--- src/rtl/mem_request_scheduler_if.sv ---
// Bundle of request, memory and response signals between the caches, the
// scheduler and main memory. The scheduler uses the master view.
interface mem_request_scheduler_if #(
  parameter int ADDRESS_BITS    = 32,
  parameter int ICACHE_BLOCK_DW = 256,
  parameter int DCACHE_BLOCK_DW = 256
);
  localparam int MEM_DW = (ICACHE_BLOCK_DW > DCACHE_BLOCK_DW) ? ICACHE_BLOCK_DW : DCACHE_BLOCK_DW;

  logic                       icache_valid_i;
  logic                       icache_ready_o;
  logic [ADDRESS_BITS-1:0]    icache_address_i;
  logic                       dcache_valid_i;
  logic                       dcache_ready_o;
  logic [ADDRESS_BITS-1:0]    dcache_address_i;
  logic                       dcache_valid_wr;
  logic                       dcache_ready_wr;
  logic [ADDRESS_BITS-1:0]    dcache_address_wr;
  logic [DCACHE_BLOCK_DW-1:0] dcache_data_wr;

  logic                       mem_req_valid_o;
  logic                       mem_req_ready_i;
  logic                       mem_req_write_o;
  logic [ADDRESS_BITS-1:0]    mem_req_address_o;
  logic [DCACHE_BLOCK_DW-1:0] mem_req_data_o;
  logic                       mem_resp_valid_i;
  logic [MEM_DW-1:0]          mem_resp_data_i;

  logic                       icache_valid_o;
  logic [ICACHE_BLOCK_DW-1:0] icache_data_o;
  logic                       dcache_valid_o;
  logic [ADDRESS_BITS-1:0]    dcache_address_o;
  logic [DCACHE_BLOCK_DW-1:0] dcache_data_o;
  logic                       busy_o;
  logic                       err_o;

  modport master (
    input  icache_valid_i, icache_address_i,
    input  dcache_valid_i, dcache_address_i,
    input  dcache_valid_wr, dcache_address_wr, dcache_data_wr,
    output icache_ready_o, dcache_ready_o, dcache_ready_wr,
    output mem_req_valid_o, mem_req_write_o, mem_req_address_o, mem_req_data_o,
    input  mem_req_ready_i, mem_resp_valid_i, mem_resp_data_i,
    output icache_valid_o, icache_data_o,
    output dcache_valid_o, dcache_address_o, dcache_data_o,
    output busy_o, err_o
  );

  modport slave (
    output icache_valid_i, icache_address_i,
    output dcache_valid_i, dcache_address_i,
    output dcache_valid_wr, dcache_address_wr, dcache_data_wr,
    input  icache_ready_o, dcache_ready_o, dcache_ready_wr,
    input  mem_req_valid_o, mem_req_write_o, mem_req_address_o, mem_req_data_o,
    output mem_req_ready_i, mem_resp_valid_i, mem_resp_data_i,
    input  icache_valid_o, icache_data_o,
    input  dcache_valid_o, dcache_address_o, dcache_data_o,
    input  busy_o, err_o
  );
endinterface

--- src/rtl/mem_request_scheduler.sv ---
// Round-robin scheduler of icache reads, dcache reads and dcache write-backs
// onto a single-ported memory with one transaction in flight.
module mem_request_scheduler #(
  parameter int ADDRESS_BITS    = 32,
  parameter int ICACHE_BLOCK_DW = 256,
  parameter int DCACHE_BLOCK_DW = 256
) (
  input logic                     clk,
  input logic                     rst,
  mem_request_scheduler_if.master bus
);
  typedef enum logic [1:0] {IDLE, ISSUE, WAIT_RESP} state_t;

  state_t                     state_reg, state_next;
  logic                       slot_full_reg [3];
  logic [ADDRESS_BITS-1:0]    slot_addr_reg [3];
  logic [ADDRESS_BITS-1:0]    req_addr [3];
  logic [2:0]                 req_valid;
  logic [2:0]                 eligible;
  logic [2:0]                 slot_done;
  logic [DCACHE_BLOCK_DW-1:0] wb_data_reg;

  logic [1:0]                 last_grant_reg, owner_reg;
  logic [1:0]                 cand0, cand1, cand2, grant_idx;
  logic                       grant_found, load_req, resp_take;

  logic                       req_write_reg;
  logic [ADDRESS_BITS-1:0]    req_addr_reg;
  logic [DCACHE_BLOCK_DW-1:0] req_data_reg;
  logic                       icache_valid_reg, dcache_valid_reg, err_reg;
  logic [ICACHE_BLOCK_DW-1:0] icache_data_reg;
  logic [DCACHE_BLOCK_DW-1:0] dcache_data_reg;
  logic [ADDRESS_BITS-1:0]    dcache_addr_reg;

  function automatic logic [1:0] rr_next(input logic [1:0] g);
    return (g == 2'd2) ? 2'd0 : g + 2'd1;
  endfunction

  assign req_valid   = {bus.dcache_valid_wr, bus.dcache_valid_i, bus.icache_valid_i};
  assign req_addr[0] = bus.icache_address_i;
  assign req_addr[1] = bus.dcache_address_i;
  assign req_addr[2] = bus.dcache_address_wr;

  // Slot storage: a slot fills on valid&ready and empties only on completion.
  for (genvar gi = 0; gi < 3; gi++) begin : g_slot
    always_ff @(posedge clk) begin
      if (rst) begin
        slot_full_reg[gi] <= 1'b0;
        slot_addr_reg[gi] <= '0;
      end else if (req_valid[gi] && !slot_full_reg[gi]) begin
        slot_full_reg[gi] <= 1'b1;
        slot_addr_reg[gi] <= req_addr[gi];
      end else if (slot_done[gi]) begin
        slot_full_reg[gi] <= 1'b0;
      end
    end
  end

  always_ff @(posedge clk) begin
    if (rst) begin
      wb_data_reg <= '0;
    end else if (bus.dcache_valid_wr && !slot_full_reg[2]) begin
      wb_data_reg <= bus.dcache_data_wr;
    end
  end

  assign bus.icache_ready_o  = !slot_full_reg[0];
  assign bus.dcache_ready_o  = !slot_full_reg[1];
  assign bus.dcache_ready_wr = !slot_full_reg[2];

  // A pending write-back blocks dcache reads so reads never overtake it.
  assign eligible = {slot_full_reg[2], slot_full_reg[1] && !slot_full_reg[2], slot_full_reg[0]};

  always_comb begin
    cand0       = rr_next(last_grant_reg);
    cand1       = rr_next(cand0);
    cand2       = rr_next(cand1);
    grant_found = 1'b1;
    grant_idx   = cand0;
    if (eligible[cand0])      grant_idx = cand0;
    else if (eligible[cand1]) grant_idx = cand1;
    else if (eligible[cand2]) grant_idx = cand2;
    else                      grant_found = 1'b0;
  end

  always_ff @(posedge clk) begin
    if (rst) state_reg <= IDLE;
    else     state_reg <= state_next;
  end

  always_comb begin
    state_next = state_reg;
    slot_done  = 3'b000;
    load_req   = 1'b0;
    resp_take  = 1'b0;
    case (state_reg)
      IDLE: begin
        if (grant_found) begin
          load_req   = 1'b1;
          state_next = ISSUE;
        end
      end
      ISSUE: begin
        if (bus.mem_req_ready_i) begin
          if (req_write_reg) begin
            slot_done[2] = 1'b1;
            state_next   = IDLE;
          end else begin
            state_next = WAIT_RESP;
          end
        end
      end
      WAIT_RESP: begin
        if (bus.mem_resp_valid_i) begin
          resp_take            = 1'b1;
          slot_done[owner_reg] = 1'b1;
          state_next           = IDLE;
        end
      end
      default: state_next = IDLE;
    endcase
  end

  always_ff @(posedge clk) begin
    if (rst) begin
      last_grant_reg   <= 2'd2;
      owner_reg        <= 2'd0;
      req_write_reg    <= 1'b0;
      req_addr_reg     <= '0;
      req_data_reg     <= '0;
      icache_valid_reg <= 1'b0;
      dcache_valid_reg <= 1'b0;
      icache_data_reg  <= '0;
      dcache_data_reg  <= '0;
      dcache_addr_reg  <= '0;
      err_reg          <= 1'b0;
    end else begin
      icache_valid_reg <= 1'b0;
      dcache_valid_reg <= 1'b0;
      if (load_req) begin
        owner_reg      <= grant_idx;
        last_grant_reg <= grant_idx;
        req_write_reg  <= (grant_idx == 2'd2);
        req_addr_reg   <= slot_addr_reg[grant_idx];
        req_data_reg   <= (grant_idx == 2'd2) ? wb_data_reg : '0;
      end
      if (resp_take) begin
        if (owner_reg == 2'd0) begin
          icache_valid_reg <= 1'b1;
          icache_data_reg  <= bus.mem_resp_data_i[ICACHE_BLOCK_DW-1:0];
        end else begin
          dcache_valid_reg <= 1'b1;
          dcache_data_reg  <= bus.mem_resp_data_i[DCACHE_BLOCK_DW-1:0];
          dcache_addr_reg  <= slot_addr_reg[1];
        end
      end
      // Responses are only meaningful while a read is outstanding.
      if (bus.mem_resp_valid_i && state_reg != WAIT_RESP) err_reg <= 1'b1;
    end
  end

  assign bus.mem_req_valid_o   = (state_reg == ISSUE);
  assign bus.mem_req_write_o   = req_write_reg;
  assign bus.mem_req_address_o = req_addr_reg;
  assign bus.mem_req_data_o    = req_data_reg;
  assign bus.icache_valid_o    = icache_valid_reg;
  assign bus.icache_data_o     = icache_data_reg;
  assign bus.dcache_valid_o    = dcache_valid_reg;
  assign bus.dcache_address_o  = dcache_addr_reg;
  assign bus.dcache_data_o     = dcache_data_reg;
  assign bus.busy_o            = (state_reg != IDLE);
  assign bus.err_o             = err_reg;
endmodule
--- src/flat_wrapper.sv ---
// flat-port wrapper written by rule: the top's interface ports become plain ports
module mem_request_scheduler_flat 
#(
  parameter int ADDRESS_BITS    = 32,
  parameter int ICACHE_BLOCK_DW = 256,
  parameter int DCACHE_BLOCK_DW = 256
)
  (clk, rst, bus_icache_valid_i, bus_icache_address_i, bus_dcache_valid_i, bus_dcache_address_i, bus_dcache_valid_wr, bus_dcache_address_wr, bus_dcache_data_wr, bus_icache_ready_o, bus_dcache_ready_o, bus_dcache_ready_wr, bus_mem_req_valid_o, bus_mem_req_write_o, bus_mem_req_address_o, bus_mem_req_data_o, bus_mem_req_ready_i, bus_mem_resp_valid_i, bus_mem_resp_data_i, bus_icache_valid_o, bus_icache_data_o, bus_dcache_valid_o, bus_dcache_address_o, bus_dcache_data_o, bus_busy_o, bus_err_o);
  mem_request_scheduler_if #(.ADDRESS_BITS(ADDRESS_BITS), .ICACHE_BLOCK_DW(ICACHE_BLOCK_DW), .DCACHE_BLOCK_DW(DCACHE_BLOCK_DW)) bus_i ();
  input logic clk;
  input logic rst;
  input wire logic [$bits(bus_i.icache_valid_i)-1:0] bus_icache_valid_i;
  input wire logic [$bits(bus_i.icache_address_i)-1:0] bus_icache_address_i;
  input wire logic [$bits(bus_i.dcache_valid_i)-1:0] bus_dcache_valid_i;
  input wire logic [$bits(bus_i.dcache_address_i)-1:0] bus_dcache_address_i;
  input wire logic [$bits(bus_i.dcache_valid_wr)-1:0] bus_dcache_valid_wr;
  input wire logic [$bits(bus_i.dcache_address_wr)-1:0] bus_dcache_address_wr;
  input wire logic [$bits(bus_i.dcache_data_wr)-1:0] bus_dcache_data_wr;
  output wire logic [$bits(bus_i.icache_ready_o)-1:0] bus_icache_ready_o;
  output wire logic [$bits(bus_i.dcache_ready_o)-1:0] bus_dcache_ready_o;
  output wire logic [$bits(bus_i.dcache_ready_wr)-1:0] bus_dcache_ready_wr;
  output wire logic [$bits(bus_i.mem_req_valid_o)-1:0] bus_mem_req_valid_o;
  output wire logic [$bits(bus_i.mem_req_write_o)-1:0] bus_mem_req_write_o;
  output wire logic [$bits(bus_i.mem_req_address_o)-1:0] bus_mem_req_address_o;
  output wire logic [$bits(bus_i.mem_req_data_o)-1:0] bus_mem_req_data_o;
  input wire logic [$bits(bus_i.mem_req_ready_i)-1:0] bus_mem_req_ready_i;
  input wire logic [$bits(bus_i.mem_resp_valid_i)-1:0] bus_mem_resp_valid_i;
  input wire logic [$bits(bus_i.mem_resp_data_i)-1:0] bus_mem_resp_data_i;
  output wire logic [$bits(bus_i.icache_valid_o)-1:0] bus_icache_valid_o;
  output wire logic [$bits(bus_i.icache_data_o)-1:0] bus_icache_data_o;
  output wire logic [$bits(bus_i.dcache_valid_o)-1:0] bus_dcache_valid_o;
  output wire logic [$bits(bus_i.dcache_address_o)-1:0] bus_dcache_address_o;
  output wire logic [$bits(bus_i.dcache_data_o)-1:0] bus_dcache_data_o;
  output wire logic [$bits(bus_i.busy_o)-1:0] bus_busy_o;
  output wire logic [$bits(bus_i.err_o)-1:0] bus_err_o;
  assign bus_i.icache_valid_i = bus_icache_valid_i;
  assign bus_i.icache_address_i = bus_icache_address_i;
  assign bus_i.dcache_valid_i = bus_dcache_valid_i;
  assign bus_i.dcache_address_i = bus_dcache_address_i;
  assign bus_i.dcache_valid_wr = bus_dcache_valid_wr;
  assign bus_i.dcache_address_wr = bus_dcache_address_wr;
  assign bus_i.dcache_data_wr = bus_dcache_data_wr;
  assign bus_icache_ready_o = bus_i.icache_ready_o;
  assign bus_dcache_ready_o = bus_i.dcache_ready_o;
  assign bus_dcache_ready_wr = bus_i.dcache_ready_wr;
  assign bus_mem_req_valid_o = bus_i.mem_req_valid_o;
  assign bus_mem_req_write_o = bus_i.mem_req_write_o;
  assign bus_mem_req_address_o = bus_i.mem_req_address_o;
  assign bus_mem_req_data_o = bus_i.mem_req_data_o;
  assign bus_i.mem_req_ready_i = bus_mem_req_ready_i;
  assign bus_i.mem_resp_valid_i = bus_mem_resp_valid_i;
  assign bus_i.mem_resp_data_i = bus_mem_resp_data_i;
  assign bus_icache_valid_o = bus_i.icache_valid_o;
  assign bus_icache_data_o = bus_i.icache_data_o;
  assign bus_dcache_valid_o = bus_i.dcache_valid_o;
  assign bus_dcache_address_o = bus_i.dcache_address_o;
  assign bus_dcache_data_o = bus_i.dcache_data_o;
  assign bus_busy_o = bus_i.busy_o;
  assign bus_err_o = bus_i.err_o;
  mem_request_scheduler #(.ADDRESS_BITS(ADDRESS_BITS), .ICACHE_BLOCK_DW(ICACHE_BLOCK_DW), .DCACHE_BLOCK_DW(DCACHE_BLOCK_DW)) u_core (.clk(clk), .rst(rst), .bus(bus_i));
endmodule
--- config.mk ---
export PLATFORM = sky130hd
export DESIGN_NAME = mem_request_scheduler_flat
export DESIGN_NICKNAME = d
export VERILOG_FILES = /design/src/rtl/mem_request_scheduler_if.sv /design/src/rtl/mem_request_scheduler.sv /design/src/flat_wrapper.sv
export SDC_FILE = /design/constraint.sdc
export NUM_CORES = 2
export LEC_CHECK = 0
export CELL_PAD_IN_SITES_DETAIL_PLACEMENT = 0
export CELL_PAD_IN_SITES_GLOBAL_PLACEMENT = 1
export CORE_AREA = 2 2 561 563
export CTS_BUF_LIST = sky130_fd_sc_hd__clkbuf_2
export DETAILED_ROUTE_END_ITERATION = 10
export DIE_AREA = 0 0 563 565
export GPL_TIMING_DRIVEN = 0
export MAX_ROUTING_LAYER = met4
export PLACE_DENSITY_LB_ADDON = 0.08
export REMOVE_ABC_BUFFERS = 1
export SLEW_MARGIN = 20
export SYNTH_ARGS = -nofsm -noshare
export SYNTH_HDL_FRONTEND = slang
export SYNTH_SLANG_ARGS = --single-unit
--- constraint.sdc ---
create_clock -name clk -period 3.7 [get_ports clk]
set_input_delay 1.11 -clock clk [delete_from_list [all_inputs] [get_ports clk]]
set_output_delay 1.11 -clock clk [all_outputs]
set_load 0.01 [all_outputs]
==> impl_results.md <==
* Max-Cap Viols at 0
* CP Max Fanout at 134
* Comb pwr share at 16.0%
* Setup TNS Final at -0.1988 ns
* Mapped Cells at 4389
* Leakage power at 28.09 nW
* Placed cells at 9748
* Initial Util at 13.18%
* Clock-pin transition on the worst setup and hold timing paths at 0.09 ns
* Maximum clock frequency at 267.7 MHz
* Std-Cell Rows at 205
* Final #Nets at 7288
* Most area-consuming cells after synthesis: dfxtp_1 (53%), nand2_1 (10%), edfxtp_1 (7.2%)
* Final hold violations at 0
* Mean Syn Cell Area at 9.354 µm²
* Slowest cell on the critical path: nor2_4
* Pin slew with the least headroom to its limit at 0.8167 ns
* Width of the die at 563 µm
* Final Critical Period at 3.736 ns
* Via Count at 41798
* Pre-Repair DR Iteration Count at 5
* Synth Area in Compound Gates at 19.18%
* Global-route wire length before repair at 351700 µm
* Synth Flop Type: dfxtp_1
* DRC at 0
* Post-synth top cells: nand2_1 (1131), dfxtp_1 (1097), a21oi_1 (549)
* Pwr per Cell Area at 417.1 nW/µm²
* Max-slew violations at 0
* Startpoint Class: primary input
* CTS Buf Count at 387
* Min-Delay Startpoint: u_core.slot_addr_reg[2][23]$_SDFFCE_PN0P_
* Register area at 25440 µm²
* Violated checks: negative setup slack
* Sw power at 9.637 mW
* IO Pins at 1456
* Vias in the first global route at 42326
* Area leader, netlist: dfxtp_1
* Grt total ovfl at 0
* Multi-input gate area at 14560 µm²
* FF+latch count, synth at 1196
* Die area at 318100 µm²
* Routability Congestion at 0.7410
* Synth Warn # at 0
* Proportion of layout cells with a drive suffix above 1 at 29.15%
* Core area at 311400 µm²
* Initial antenna violation count at 201
* Critical Path AT at 5.28 ns
* Routed len/inst at 23.36 µm
* Clock Power Share at 37.4%
* Synthesized area at 41050 µm²
* Post-synthesis async set-or-reset flop share at 0%
* Setup ws final at -0.03605 ns
* CP cell instances: dlygate4sd3_1 -> buf_16 -> buf_16 -> buf_16 -> buf_16 -> buf_16 -> buf_16 -> nor2_4 -> buf_12 -> buf_12 -> buf_16 -> buf_12 -> a22o_1
* Clock root buffer: clkbuf_2
* Final wirelength at 261500 µm
* Internal power at 20.14 mW
* Worst-Skew Late Latency at 1.74 ns
* Yosys top cell area share at 53.49%
* CP endpoint kind: flip-flop
* Die H at 565 µm
* Sink Count at 1196
* Clk_skew at 0.1484 ns
* Library cells used by synthesis at 34
* Fill cells at 34379
* Sequential share of the synthesized area at 60.74%
* Max stage delay on crit path at 0.63 ns
* CTS tree: done
* Register share of total power at 46.5%
* Critical Path RT at 5.25 ns
* CTS H-tree lvls at 5
* Slew headroom at 45.55%
* Non-filler cells, final at 11194
* Final ANT Viol Nets at 0
* Crit-path most repeated cell: buf_16
* Dpl hpwl at 195900 µm
* Count of final setup violators at 9
* Most common cell in the netlist: nand2_1
* Clock buffer depth at 4
* CP Class: primary input to flip-flop
* Status: finished with violations
* Number of flops mapped to enable cells by yosys at 99
* GRT Util Overall at 16.10%
* RSZ-0062 raised after global routing: true
* Multiplexer share of the synthesized area at 0.02438%
* Simple-Gate Fraction of Synth Area at 15.81%
* Switching Fraction at 32.36%
* Post-Synth XOR/XNOR Area at 0%
* Vias per cell at 3.734
* Critical path origin: rst
* Crit share post-route at 101.0%
* Drt first-iter violations at 1726
* Area Overhead vs Synth at 73.89%
* Port-buffer cells at 1455
* Largest family of logic cells by synthesized area: compound AO/OA/AOI/OAI gates
* Hold crit path type: flip-flop to flip-flop
* Max IR drop VDD at 0.0001652 V
* Adder-cell area share of the yosys netlist at 0.09143%
* Largest net degree at the start of global routing at 135
* Worst R2R Start: u_core.state_reg[1]$_SDFFE_PP0P_
[metal layers]
layer  up-vias  wire length [µm]  global-route usage [%]
met5         -                 0                       -
met1     19644             98900                   16.74
met2      1614            128100                   27.43
met3       528             27680                   7.446
li1      20012                 -                       -
met4         0              6765                   4.039
[layout make-up]
cell class,count,area share (%)
diodes,132,0.4627
clock buffers,580,4.066
clock inverters,61,0.5486
inverters,10,0.06310
multi-input cells,2814,20.39
flip-flops and latches,1196,35.63
well taps,4140,7.256
repair buffers,2261,31.58
[per-stage QoR]
step | instance area (µm²) | hold slack (ns) | setup WS (ns) | power [mW] | util (%)
floorplan | 39390 | 0.4502 | -7.293 | 15.38 | -
global placement | 59130 | 0.4411 | -159.60 | 18.42 | 18.99
detailed placement | 62350 | 0.4455 | -1.893 | 18.37 | 20.02
CTS | 70990 | 0.03025 | -0.2654 | 30.81 | 22.80
global route | 71390 | 0.1074 | -0.2301 | 31.73 | 22.93
finish | 71390 | 0.3645 | -0.03605 | 29.78 | 22.93
[logic make-up (layout without fill, tap and decap cells)]
| family | count (synthesis) | in the layout |
|---|---|---|
| and+or+nand+nor | 1610 | 1610 |
| muxes | 1 | 1 |
| other | 0 | 132 |
| DFF | 1196 | 1196 |
| buffers and inverters | 379 | 2912 |
| adders and majority gates | 3 | 3 |
| AOI/OAI and AO/OA | 1200 | 1200 |
[power by group through the flow]
stage	registers [mW]	clock network (mW)	logic, mW
2_1_floorplan	14.2	0	1.22
3_3_place_gp	14.2	0	4.27
3_5_place_dp	14.1	0	4.23
4_1_cts	13.9	12.0	4.95
5_1_grt	13.9	12.7	5.15
6_report	13.9	11.2	4.78
[worst paths after layout]
path / to / slack [ns] / depth (start not counted)
worst max-delay path: u_core.wb_data_reg[155]$_SDFFE_PP0P_ / -0.04 / 13
worst min-delay path: u_core.bus.mem_req_address_o[23]$_SDFFE_PP0P_ / 0.36 / 2
worst max register to register: u_core.bus.dcache_data_o[248]$_SDFFE_PP0P_ / 0.49 / 12
worst min register to register: u_core.bus.mem_req_address_o[23]$_SDFFE_PP0P_ / 0.36 / 2
[worst max-delay path: cells and delay by family]
family | cells | cell delay (ns)
buffers and inverters | 11 | 2.89
AND/OR/NAND/NOR | 1 | 0.63
AO/OA/AOI/OAI | 1 | 0.14
[placed cells by master, fill, tap and decap left out, types with 7 or more instances in the layout]
master           count
buf_16              86
edfxtp_1            99
dfxtp_1            708
clkinv_4             7
buf_12              31
clkdlybuf4s50_1    613
clkbuf_2           580
buf_8               27
nor3_1              66
inv_6                7
clkinv_1            36
buf_2              429
dlygate4sd3_1      639
buf_4              114
a22o_1             256
dfxtp_2            383
clkdlybuf4s15_1      7
o21ai_0             62
a21oi_1            548
and2_1              96
clkdlybuf4s15_2     33
buf_6              275
o211a_1             32
diode_2            132
a22oi_1            288
nand2_1           1129
nor2_1             266
nand2b_1            33
[timing repair]
item	in CTS	in global routing
cloned	0	1
hold buffers	645	0
setup endpoints to repair	841	40
hold endpoints to repair	871	0
resized for setup	4460	2
pin swaps	2	3
buffers inserted	22	5
(Power assumes the default switching activity.)
